==> config.mk <==
export PLATFORM = sky130hd
export DESIGN_NAME = dac_cmd_sched
export DESIGN_NICKNAME = d
export VERILOG_FILES = /design/src/rtl/dac_cmd_sched.sv
export SDC_FILE = /design/constraint.sdc
export NUM_CORES = 1
export LEC_CHECK = 0
export CELL_PAD_IN_SITES_DETAIL_PLACEMENT = 1
export CELL_PAD_IN_SITES_GLOBAL_PLACEMENT = 1
export CORE_MARGIN = 2
export CORE_UTILIZATION = 39
export DETAILED_ROUTE_END_ITERATION = 8
export PLACE_DENSITY = 0.85
export SETUP_SLACK_MARGIN = 0.1
export SLEW_MARGIN = 0
export SYNTH_ARGS = -nofsm -noshare
export SYNTH_HDL_FRONTEND = slang
export SYNTH_SLANG_ARGS = --single-unit
==> constraint.sdc <==
create_clock -name clk -period 2.15 [get_ports clk]
set_input_delay 0.43 -clock clk [delete_from_list [all_inputs] [get_ports clk]]
set_output_delay 0.43 -clock clk [all_outputs]
set_load 0.005 [all_outputs]
==> src/rtl/dac_cmd_sched.sv <==
// rtl/dac_cmd_sched.sv - round-robin scheduler sharing one DAC write port between axis current commands
// Define DAC_WATCHDOG_EN to add per-axis command watchdogs that park stale axes (adds wd_trip).
module dac_cmd_sched #(
   parameter int          NUM_CH      = 4,
   parameter int          ACK_TIMEOUT = 64,
   parameter logic [15:0] PARK_CODE   = 16'h8000
`ifdef DAC_WATCHDOG_EN
   ,
   parameter logic [23:0] WD_CYCLES   = 24'd491520
`endif
) (
   input  logic                  clk,
   input  logic                  rstn,
   input  logic [NUM_CH-1:0]     ctrl_enable,
   input  logic [NUM_CH-1:0]     cmd_ready,
   input  logic [16*NUM_CH-1:0]  cmd_data,
   input  logic                  dac_busy,
   output logic                  dac_start,
   output logic [2:0]            dac_ch,
   output logic [15:0]           dac_data,
   output logic [NUM_CH-1:0]     pending,
   output logic [NUM_CH-1:0]     overrun,
   output logic                  ack_err,
`ifdef DAC_WATCHDOG_EN
   output logic [NUM_CH-1:0]     wd_trip,
`endif
   input  logic                  err_clr
);

   localparam int CW  = (NUM_CH > 1) ? $clog2(NUM_CH) : 1;
   localparam int CW1 = CW + 1;
   localparam int AW  = $clog2(ACK_TIMEOUT + 1);

   typedef enum logic [1:0] {IDLE, ISSUE, WAIT_HI, WAIT_LO} state_t;

   state_t            state, state_nxt;
   logic [NUM_CH-1:0] rdy_s1, rdy_s2, rdy_d;
   logic [NUM_CH-1:0] en_s1, en_s2, en_d;
   logic [NUM_CH-1:0] cap, park, park_load, load, issue_mask, ovr_set, wd_fire;
   logic [15:0]       slot [NUM_CH];
   logic [CW-1:0]     rr, sel;
   logic [CW1-1:0]    sum;
   logic [AW-1:0]     ack_cnt;
   logic              issue, ack_to;

   always_ff @(posedge clk or negedge rstn) begin
      if (!rstn) begin
         rdy_s1 <= '0;
         rdy_s2 <= '0;
         rdy_d  <= '0;
         en_s1  <= '0;
         en_s2  <= '0;
         en_d   <= '0;
      end else begin
         rdy_s1 <= cmd_ready;
         rdy_s2 <= rdy_s1;
         rdy_d  <= rdy_s2;
         en_s1  <= ctrl_enable;
         en_s2  <= en_s1;
         en_d   <= en_s2;
      end
   end

   // The enable gate keeps capture and park mutually exclusive on an axis.
   assign cap  = rdy_s2 & ~rdy_d & en_s2;
   assign park = en_d & ~en_s2;

   // First pending axis at or after rr; scanning downward lets the nearest one win.
   always_comb begin
      sel = '0;
      sum = '0;
      for (int i = NUM_CH - 1; i >= 0; i--) begin
         sum = {1'b0, rr} + CW1'(i);
         if (sum >= CW1'(NUM_CH))
            sum = sum - CW1'(NUM_CH);
         if (pending[sum[CW-1:0]])
            sel = sum[CW-1:0];
      end
   end

   always_ff @(posedge clk or negedge rstn) begin
      if (!rstn)
         state <= IDLE;
      else
         state <= state_nxt;
   end

   always_comb begin
      state_nxt = state;
      issue     = 1'b0;
      ack_to    = 1'b0;
      dac_start = 1'b0;
      case (state)
         IDLE: begin
            if (|pending && !dac_busy) begin
               issue     = 1'b1;
               state_nxt = ISSUE;
            end
         end
         ISSUE: begin
            dac_start = 1'b1;
            state_nxt = WAIT_HI;
         end
         WAIT_HI: begin
            if (dac_busy)
               state_nxt = WAIT_LO;
            else if (ack_cnt == AW'(ACK_TIMEOUT - 1)) begin
               ack_to    = 1'b1;
               state_nxt = IDLE;
            end
         end
         WAIT_LO: begin
            if (!dac_busy)
               state_nxt = IDLE;
         end
         default: state_nxt = IDLE;
      endcase
   end

   always_ff @(posedge clk or negedge rstn) begin
      if (!rstn)
         ack_cnt <= '0;
      else if (state != WAIT_HI)
         ack_cnt <= '0;
      else
         ack_cnt <= ack_cnt + AW'(1);
   end

   always_comb begin
      issue_mask = '0;
      if (issue)
         issue_mask[sel] = 1'b1;
      park_load = park | wd_fire;
      load      = park_load | cap;
      ovr_set   = cap & pending & ~issue_mask;
   end

   // The grant reads the slot before any same-cycle capture lands; capture re-sets pending.
   always_ff @(posedge clk or negedge rstn) begin
      if (!rstn) begin
         dac_ch   <= '0;
         dac_data <= 16'h8000;
         rr       <= '0;
         pending  <= '0;
         overrun  <= '0;
         ack_err  <= 1'b0;
         for (int k = 0; k < NUM_CH; k++)
            slot[k] <= 16'h8000;
      end else begin
         if (issue) begin
            dac_ch   <= 3'(sel);
            dac_data <= slot[sel];
            rr       <= (sel == CW'(NUM_CH - 1)) ? '0 : sel + CW'(1);
         end
         pending <= (pending & ~issue_mask) | load;
         overrun <= (overrun & ~{NUM_CH{err_clr}}) | ovr_set;
         ack_err <= (ack_err & ~err_clr) | ack_to;
         for (int k = 0; k < NUM_CH; k++) begin
            if (park_load[k])
               slot[k] <= PARK_CODE;
            else if (cap[k])
               slot[k] <= cmd_data[16*k +: 16];
         end
      end
   end

`ifdef DAC_WATCHDOG_EN
   logic [23:0] wd_cnt [NUM_CH];

   always_comb begin
      wd_fire = '0;
      for (int k = 0; k < NUM_CH; k++)
         wd_fire[k] = en_s2[k] & ~cap[k] & (wd_cnt[k] == WD_CYCLES - 24'd1);
   end

   // Counter saturates at WD_CYCLES so a stale axis parks only once until its next command.
   always_ff @(posedge clk or negedge rstn) begin
      if (!rstn) begin
         wd_trip <= '0;
         for (int k = 0; k < NUM_CH; k++)
            wd_cnt[k] <= '0;
      end else begin
         wd_trip <= (wd_trip & ~{NUM_CH{err_clr}}) | wd_fire;
         for (int k = 0; k < NUM_CH; k++) begin
            if (cap[k])
               wd_cnt[k] <= '0;
            else if (en_s2[k] && wd_cnt[k] != WD_CYCLES)
               wd_cnt[k] <= wd_cnt[k] + 24'd1;
         end
      end
   end
`else
   assign wd_fire = '0;
`endif

endmodule

==> results.sh <==
export IMPL_run_status="completed"
export IMPL_final_hold_violation_count=0
export IMPL_numPortBuffers=103
export IMPL_drt_pre_antenna_iters=4
export IMPL_post_route_period_util_pct=92.5
export IMPL_place_congestion=0.838
export IMPL_routedWlPerCell_um=18.5
export IMPL_syn_avg_cell_area_um2=10.3
export IMPL_clock_latency_ps=420
export IMPL_antenna_found_initial=0
export IMPL_layout_filler_cells=1393
export IMPL_vias_after_detailed_routing=4168
export IMPL_routed_via_density=5.24
export IMPL_diodes=0
export IMPL_floorplan_initialDensity_pct=40.3
export IMPL_power_static_leakage_nw=3.21
export IMPL_number_of_enable_type_register_cells_in_the_synthesized_netlist=0
export IMPL_cts_max_path_buffers=2
export IMPL_clock_skew_final_ps=9.36
export IMPL_grt_util_all_layers_pct=22.1
export IMPL_clockRootBuffer="clkbuf_16"
export IMPL_setup_worst_path_start_class="register"
export IMPL_grt_first_pass_wirelength_mm=24.1
export IMPL_synthDistinctLibCells=34
export IMPL_seq_area_frac_synth_pct=61.3
export IMPL_synth_warning_count=0
export IMPL_timing_final_max_slew_violations=0
export IMPL_floorplan_core_area_um2=12800
export IMPL_design_die_area_um2=14200
export IMPL_area_growth_syn_to_layout_pct=34.2
export IMPL_fmaxAchievable_mhz=503
export IMPL_mappedNetlistArea_um2=5150
export IMPL_antenna_violating_nets_left=0
export IMPL_p_per_area_nw_per_um2=1140
export IMPL_yosys_register_bits=126
export IMPL_yosysTopAreaCell="dfrtp_1"
export IMPL_drc=0
export IMPL_grt_start_max_net_pins=39
export IMPL_max_slew_margin_pct=49.0
export IMPL_share_of_final_layout_standard_cells_stronger_than_drive_strength_1_pct=7.38
export IMPL_dp_hpwl_mm=10.5
export IMPL_floorplan_die_width_um=119
export IMPL_drt_iter0_markers=225
export IMPL_tritoncts_num_buffers=17
export IMPL_synth_async_sr_flop_share_pct=100
export IMPL_worst_setup_path_type="register to register"
export IMPL_final_setup_tns_ps=0
export IMPL_finalSetupViolCount=0
export IMPL_synthFlopType="dfrtp_1"
export IMPL_clkSlewWorstSetupHoldPaths_ps=50
export IMPL_syn_num_nets=579
export IMPL_critical_path_endpoint_type="register"
export IMPL_post_synth_most_frequent_cells="140 x nand2_1, 121 x dfrtp_1, 58 x nand3_1"
export IMPL_layout_nets=688
export IMPL_timing_worst_slew_pin_value_ps=765
export IMPL_syn_instance_count=501
export IMPL_grt_remaining_overflow=0
export IMPL_post_route_util_pct=54.2
export IMPL_via_count_of_the_first_global_routing_pass=4645
export IMPL_die_height_um=119
export IMPL_synthMostInstantiatedCell="nand2_1"
export IMPL_totalWireLength_mm=14.7
export IMPL_holdCritPathClass="register to register"
export IMPL_cts_num_sinks=126
export IMPL_crit_required_ps=2440
export IMPL_crit_fanout=17
export IMPL_netlist_area_leader_share_pct=58.8
export IMPL_unrepaired_setup_endpoints_after_global_routing="false"
export IMPL_timing_final_crit_period_ps=1990
export IMPL_top_level_ports=105
export IMPL_clock_tree_htree_level_count=4
export IMPL_num_rows=41
export IMPL_netlist_top_cells_area="dfrtp_1 59%, nand2_1 10%, mux2i_1 6.6%"
export IMPL_cp_data_arrival_time_ps=2280
export IMPL_tritoncts="built"
export IMPL_peakVddDrop_v=0.000499
export IMPL_timing_max_cap_violations=0
==> state kept, by name, indices dropped and copies added (netlist names), 2 cells and up <==
register / flops
ack_cnt: 7
dac_ch: 2
dac_data: 16
en_d: 4
en_s1: 4
en_s2: 4
overrun: 4
pending: 4
rdy_d: 4
rdy_s1: 4
rdy_s2: 4
rr: 2
slot: 64
state: 2
==> placed cells by master, fill, tap and decap left out, types with 2 or more instances in the layout <==
cell type / count
clkbuf_16: 17
mux2i_1: 34
a2bb2oi_1: 16
dfrtp_1: 121
o21ai_1: 12
clkinv_2: 2
buf_4: 12
a21o_1: 3
nand2b_1: 6
clkbuf_1: 10
or2_2: 3
o22ai_1: 4
nor2b_1: 6
a21oi_1: 17
nand3_1: 58
xor2_1: 2
inv_1: 9
buf_12: 2
dfstp_2: 5
o31ai_1: 2
clkdlybuf4s50_1: 102
nor2_1: 11
nand2_1: 140
ha_1: 2
clkbuf_8: 3
or3_1: 3
o21ai_0: 9
==> metal layers <==
metal	track usage [%]	wire length, um	share of wire [%]
met2	38.1	7520	51
met1	26.6	6130	42
met4	8.11	344	2.3
met3	5.84	749	5.1
met5	0	0	0
==> cell families (layout without fill, tap and decap cells) <==
group	count (synthesis)	after routing	synth area share [%]
simple gates	231	231	19.4
flops	126	126	61.3
compound gates	68	68	8.47
buf+inv	36	158	3.18
mux	34	34	6.60
xor+xnor	3	3	0.510
fa+ha+maj	2	2	0.485
other cells	1	1	0.0728
==> critical path, stage by stage, from the launching register on <==
cell and delay (ps):
dfrtp_1 440, mux2i_1 160, a221o_2 450, buf_4 240, mux2i_1 250, a2bb2oi_1 210, o21ai_0 110
==> report_power, final <==
| part | switching (mW) | total, mW | internal, mW |
|---|---|---|---|
| Combinational | 1.13 | 2.30 | 1.17 |
| Sequential | 0.328 | 3.08 | 2.75 |
| Clock | 0.944 | 2.50 | 1.56 |
==> area by class of cell <==
type | instances | area, um^2 | area share [%]
Inverter | 9 | 33.8 | 0.488
Clock buffer | 30 | 504 | 7.29
Sequential cell | 126 | 3160 | 45.7
Timing Repair Buffer | 117 | 1160 | 16.8
Clock inverter | 2 | 10.0 | 0.145
Tap cell | 172 | 215 | 3.11
Multi-Input combinational cell | 339 | 1830 | 26.5
==> final timing paths <==
kind,start,end,slack (ps),depth (start not counted)
hold / removal,rdy_s1[2]$_DFF_PN0_,rdy_s2[2]$_DFF_PN0_,350,0
setup / recovery,rr[1]$_DFFE_PN0P_,dac_data[3]$_DFFE_PN0P_,160,6
min in group asynchronous,rstn,overrun[1]$_DFF_PN0_,530,2
setup reg to reg,rr[1]$_DFFE_PN0P_,dac_data[3]$_DFFE_PN0P_,160,6
max in group asynchronous,rstn,slot[31]$_DFFE_PN1P_,960,3
hold reg to reg,rdy_s1[2]$_DFF_PN0_,rdy_s2[2]$_DFF_PN0_,350,0
==> per-stage QoR <==
| stage | power (mW) | area [um^2] | hold WS (ps) | instances | setup WS [ps] |
|---|---|---|---|---|---|
| 6_report | 7.88 | 6920 | 349 | 795 | 160 |
| 5_1_grt | 8.25 | 6920 | 359 | 795 | 101 |
| 4_1_cts | 7.92 | 6920 | 352 | 795 | 109 |
| 3_5_place_dp | 5.37 | 6390 | 340 | 762 | -58.1 |
| 3_3_place_gp | 5.25 | 6390 | 333 | 762 | 30.1 |
| 2_1_floorplan | 4.43 | 5150 | 134 | 501 | 316 |
==> timing repair <==
item / CTS / global route
resized for setup: 0 / 2
buffers inserted: 0 / 0
hold buffers: 1 / 0
setup endpoints to repair: 0 / 3
hold endpoints to repair: 28 / 0
(Power assumes the default switching activity.)
==> edit, RTL diff (same settings) <==
Change the parameter `ACK_TIMEOUT` from 64 to 128.
--- a/src/rtl/dac_cmd_sched.sv
+++ b/src/rtl/dac_cmd_sched.sv
@@ -2,7 +2,7 @@
 // Define DAC_WATCHDOG_EN to add per-axis command watchdogs that park stale axes (adds wd_trip).
 module dac_cmd_sched #(
    parameter int          NUM_CH      = 4,
-   parameter int          ACK_TIMEOUT = 64,
+   parameter int          ACK_TIMEOUT = 128,
    parameter logic [15:0] PARK_CODE   = 16'h8000
 `ifdef DAC_WATCHDOG_EN
    ,
Function: no difference found for any inputs over 10 cycles, from zero or initial values and one cycle with rstn low; that may be too few to reach the edited logic, so the function may still have changed.
==> edit against the unedited design <==
  * Sequential cell count increased by 1
  * Critical path type is now reg -> out
  * Final area increased by 5.9%
  * Critical endpoint is now dac_start
  * Register-to-register slack improved by 0.08 ns
  * Critical path depth decreased by 4
  * Setup slack improved by 0.013 ns
  * Area after synthesis increased by 5.4%
  * Total power increased by 9.7%
  * Wire length increased by 4.7%
==> edit: results (changes against the unedited design) <==
• outcome: finished clean, unchanged
• number of H-tree branching levels: 4, unchanged
• async set-or-reset flop fraction in the synthesized netlist: 1.000, unchanged
• distinct cell type count after synthesis: 55, was 34
• Slowest-stage cell, CP: sky130_fd_sc_hd__clkdlybuf4s50_1, was sky130_fd_sc_hd__a221o_2
• total global routing track utilization: 0.2259, was 0.2213
• total wire length: 15.42 mm, was 14.74 mm
• Worst Path Max Fanout: 6, was 17
• Critical Path Max Stage Delay: 0.51 ns, was 0.45 ns
• Max IR drop VDD: 0.5101 mV, was 0.4988 mV
• layout net count: 687, was 688
• worst path arrival time: 1.55 ns, was 2.28 ns
• via count of the first global-routing pass: 4745, was 4645
• largest cells by area after synthesis: sky130_fd_sc_hd__dfrtp_1 (56%), sky130_fd_sc_hd__nand2_1 (7.7%), sky130_fd_sc_hd__nand3_1 (4.7%), sky130_fd_sc_hd__mux2i_1 (2.9%), sky130_fd_sc_hd__a221oi_2 (2.8%), was sky130_fd_sc_hd__dfrtp_1 (59%), sky130_fd_sc_hd__nand2_1 (10%), sky130_fd_sc_hd__mux2i_1 (6.6%), sky130_fd_sc_hd__nand3_1 (5.6%), sky130_fd_sc_hd__a2bb2oi_1 (2.7%)
• Placer Congestion: 0.8275, was 0.8375
• port buffer count: 103, unchanged
• R2R Setup Slk: 0.24 ns, was 0.16 ns
• beginning of the worst hold path: en_s1[3]$_DFF_PN0_, was rdy_s1[2]$_DFF_PN0_
• worst setup timing slack at the placement stage: -0.01757 ns, was -0.05810 ns
• leak pwr: 3.356 nW, was 3.214 nW
• Hold Worst Slack: 0.3460 ns, was 0.3494 ns
• clock latency reported for the late side of the worst-skew pair: 0.42 ns, about the same
• worst-case hold path end point: en_s2[3]$_DFF_PN0_, was rdy_s2[2]$_DFF_PN0_
• clock tree skew after final layout: 0.006105 ns, was 0.009359 ns
• number of buffers created by CTS: 17, unchanged
• Root Driver: sky130_fd_sc_hd__clkbuf_16, unchanged
• wire length of the first global-routing pass: 25.19 mm, was 24.09 mm
• Yosys warnings: 0, unchanged
• Antenna Diode Count: 0, unchanged
• DP Wirelength: 10.86 mm, was 10.50 mm
• post-synth net total: 572, was 579
• routed via count: 4198, was 4168
• leading registers by flop count: slot x64, dac_data x16, ack_cnt x8, was slot x64, dac_data x16, ack_cnt x7
• share of layout cells above drive strength 1: 0.1479, was 0.07384
• worst-case headroom to the max-slew limit: 0.4873, was 0.4897
• logic depth of the worst register-to-register path: 6, unchanged
• worst flop-to-flop path endpoint: overrun[0]$_DFF_PN0_, was dac_data[3]$_DFFE_PN0P_
• most numerous cell types in the synthesized netlist: sky130_fd_sc_hd__dfrtp_1 (122), sky130_fd_sc_hd__nand2_1 (111), sky130_fd_sc_hd__nand3_1 (51), was sky130_fd_sc_hd__nand2_1 (140), sky130_fd_sc_hd__dfrtp_1 (121), sky130_fd_sc_hd__nand3_1 (58)
• sequential area share after synthesis: 0.5864, was 0.6130
• maximum number of pins on one net before global-route repair: 38, was 39
• number of DRC markers in iteration 0: 221, was 225
edit: cell count changes after synthesis, sizes merged, moves of 4 or more:
cell	unedited run	this run
nand2	140	112
mux2i	34	16
nor2	11	29
o21ai	21	3
a211oi	0	16
a221oi	0	16
a2bb2oi	16	0
and2	1	17
a22o	0	15
a21oi	17	5
nand3	58	52
nor2b	7	3
edit: metal layers:
metal	vias to the layer above	global-route usage	share of wire
met5	-	0	0
met4	0	0.1114	0.027
met3	29	0.04213	0.036
met2	105	0.3935	0.52
met1	2129	0.2676	0.41
li1	1935	-	-
edit: per-stage QoR:
stage | cells | cell area [sq um] | setup TNS [ns]
after global placement | 765 | 6675 | 0
after floorplan | 494 | 5430 | 0
after CTS | 802 | 7320 | 0
final | 802 | 7323 | 0
after detailed placement | 765 | 6675 | -0.01757
after global routing | 802 | 7323 | 0
edit: critical path, delay by kind of cell, from the launching register on:
kind                   cells  cell delay [ns]
and+or+nand+nor            1             0.16
DFF                        1             0.46
buffers and inverters      1             0.51
edit: worst max path at each step:
stage                              start                        to  slack (ns)  cells after the start
floorplan              rr[1]$_DFFE_PN0P_  dac_data[10]$_DFFE_PN0P_        0.49                      8
finish              state[1]$_DFFE_PN0P_                 dac_start        0.17                      2
global route        state[0]$_DFFE_PN0P_                 dac_start        0.08                      2
CTS                 state[1]$_DFFE_PN0P_                 dac_start        0.12                      2
global placement                dac_busy   dac_data[3]$_DFFE_PN0P_        0.09                      5
detailed placement              dac_busy   dac_data[1]$_DFFE_PN0P_       -0.02                      5
edit: final cells by class:
type                    instances  area [sq um]
flip-flops and latches        127          3186
clock buffers                  26         499.2
clock inverters                 6         105.1
repair buffers                124          1239
multi-input cells             328          2028
well taps                     180         225.2
inverters                      11         41.29
fillers                      1469          6396
edit: kinds of logic after synthesis:
group,count (synthesis),share of synthesized area
DFF,127,0.5864
and+or+nand+nor,231,0.1984
muxes,17,0.03226
AOI/OAI and AO/OA,71,0.1274
adders and majority gates,2,0.004608
other,1,0.0006906
xor gates and xnor gates,6,0.009679
buffers and inverters,39,0.04055
edit: timing repair:
action | in CTS | in global routing
hold buffers | 1 | 0
endpoints found under the setup margin | 1 | 4
pin swaps | 1 | 0
setup buffers | 4 | 0
resized for setup | 0 | 2
hold endpoints to repair | 30 | 0
edit: report_power, final:
group / switching (mW) / internal (mW)
logic: 1.29 / 1.22
clock network: 1.01 / 1.94
registers: 0.379 / 2.81
total: 2.68 / 5.96
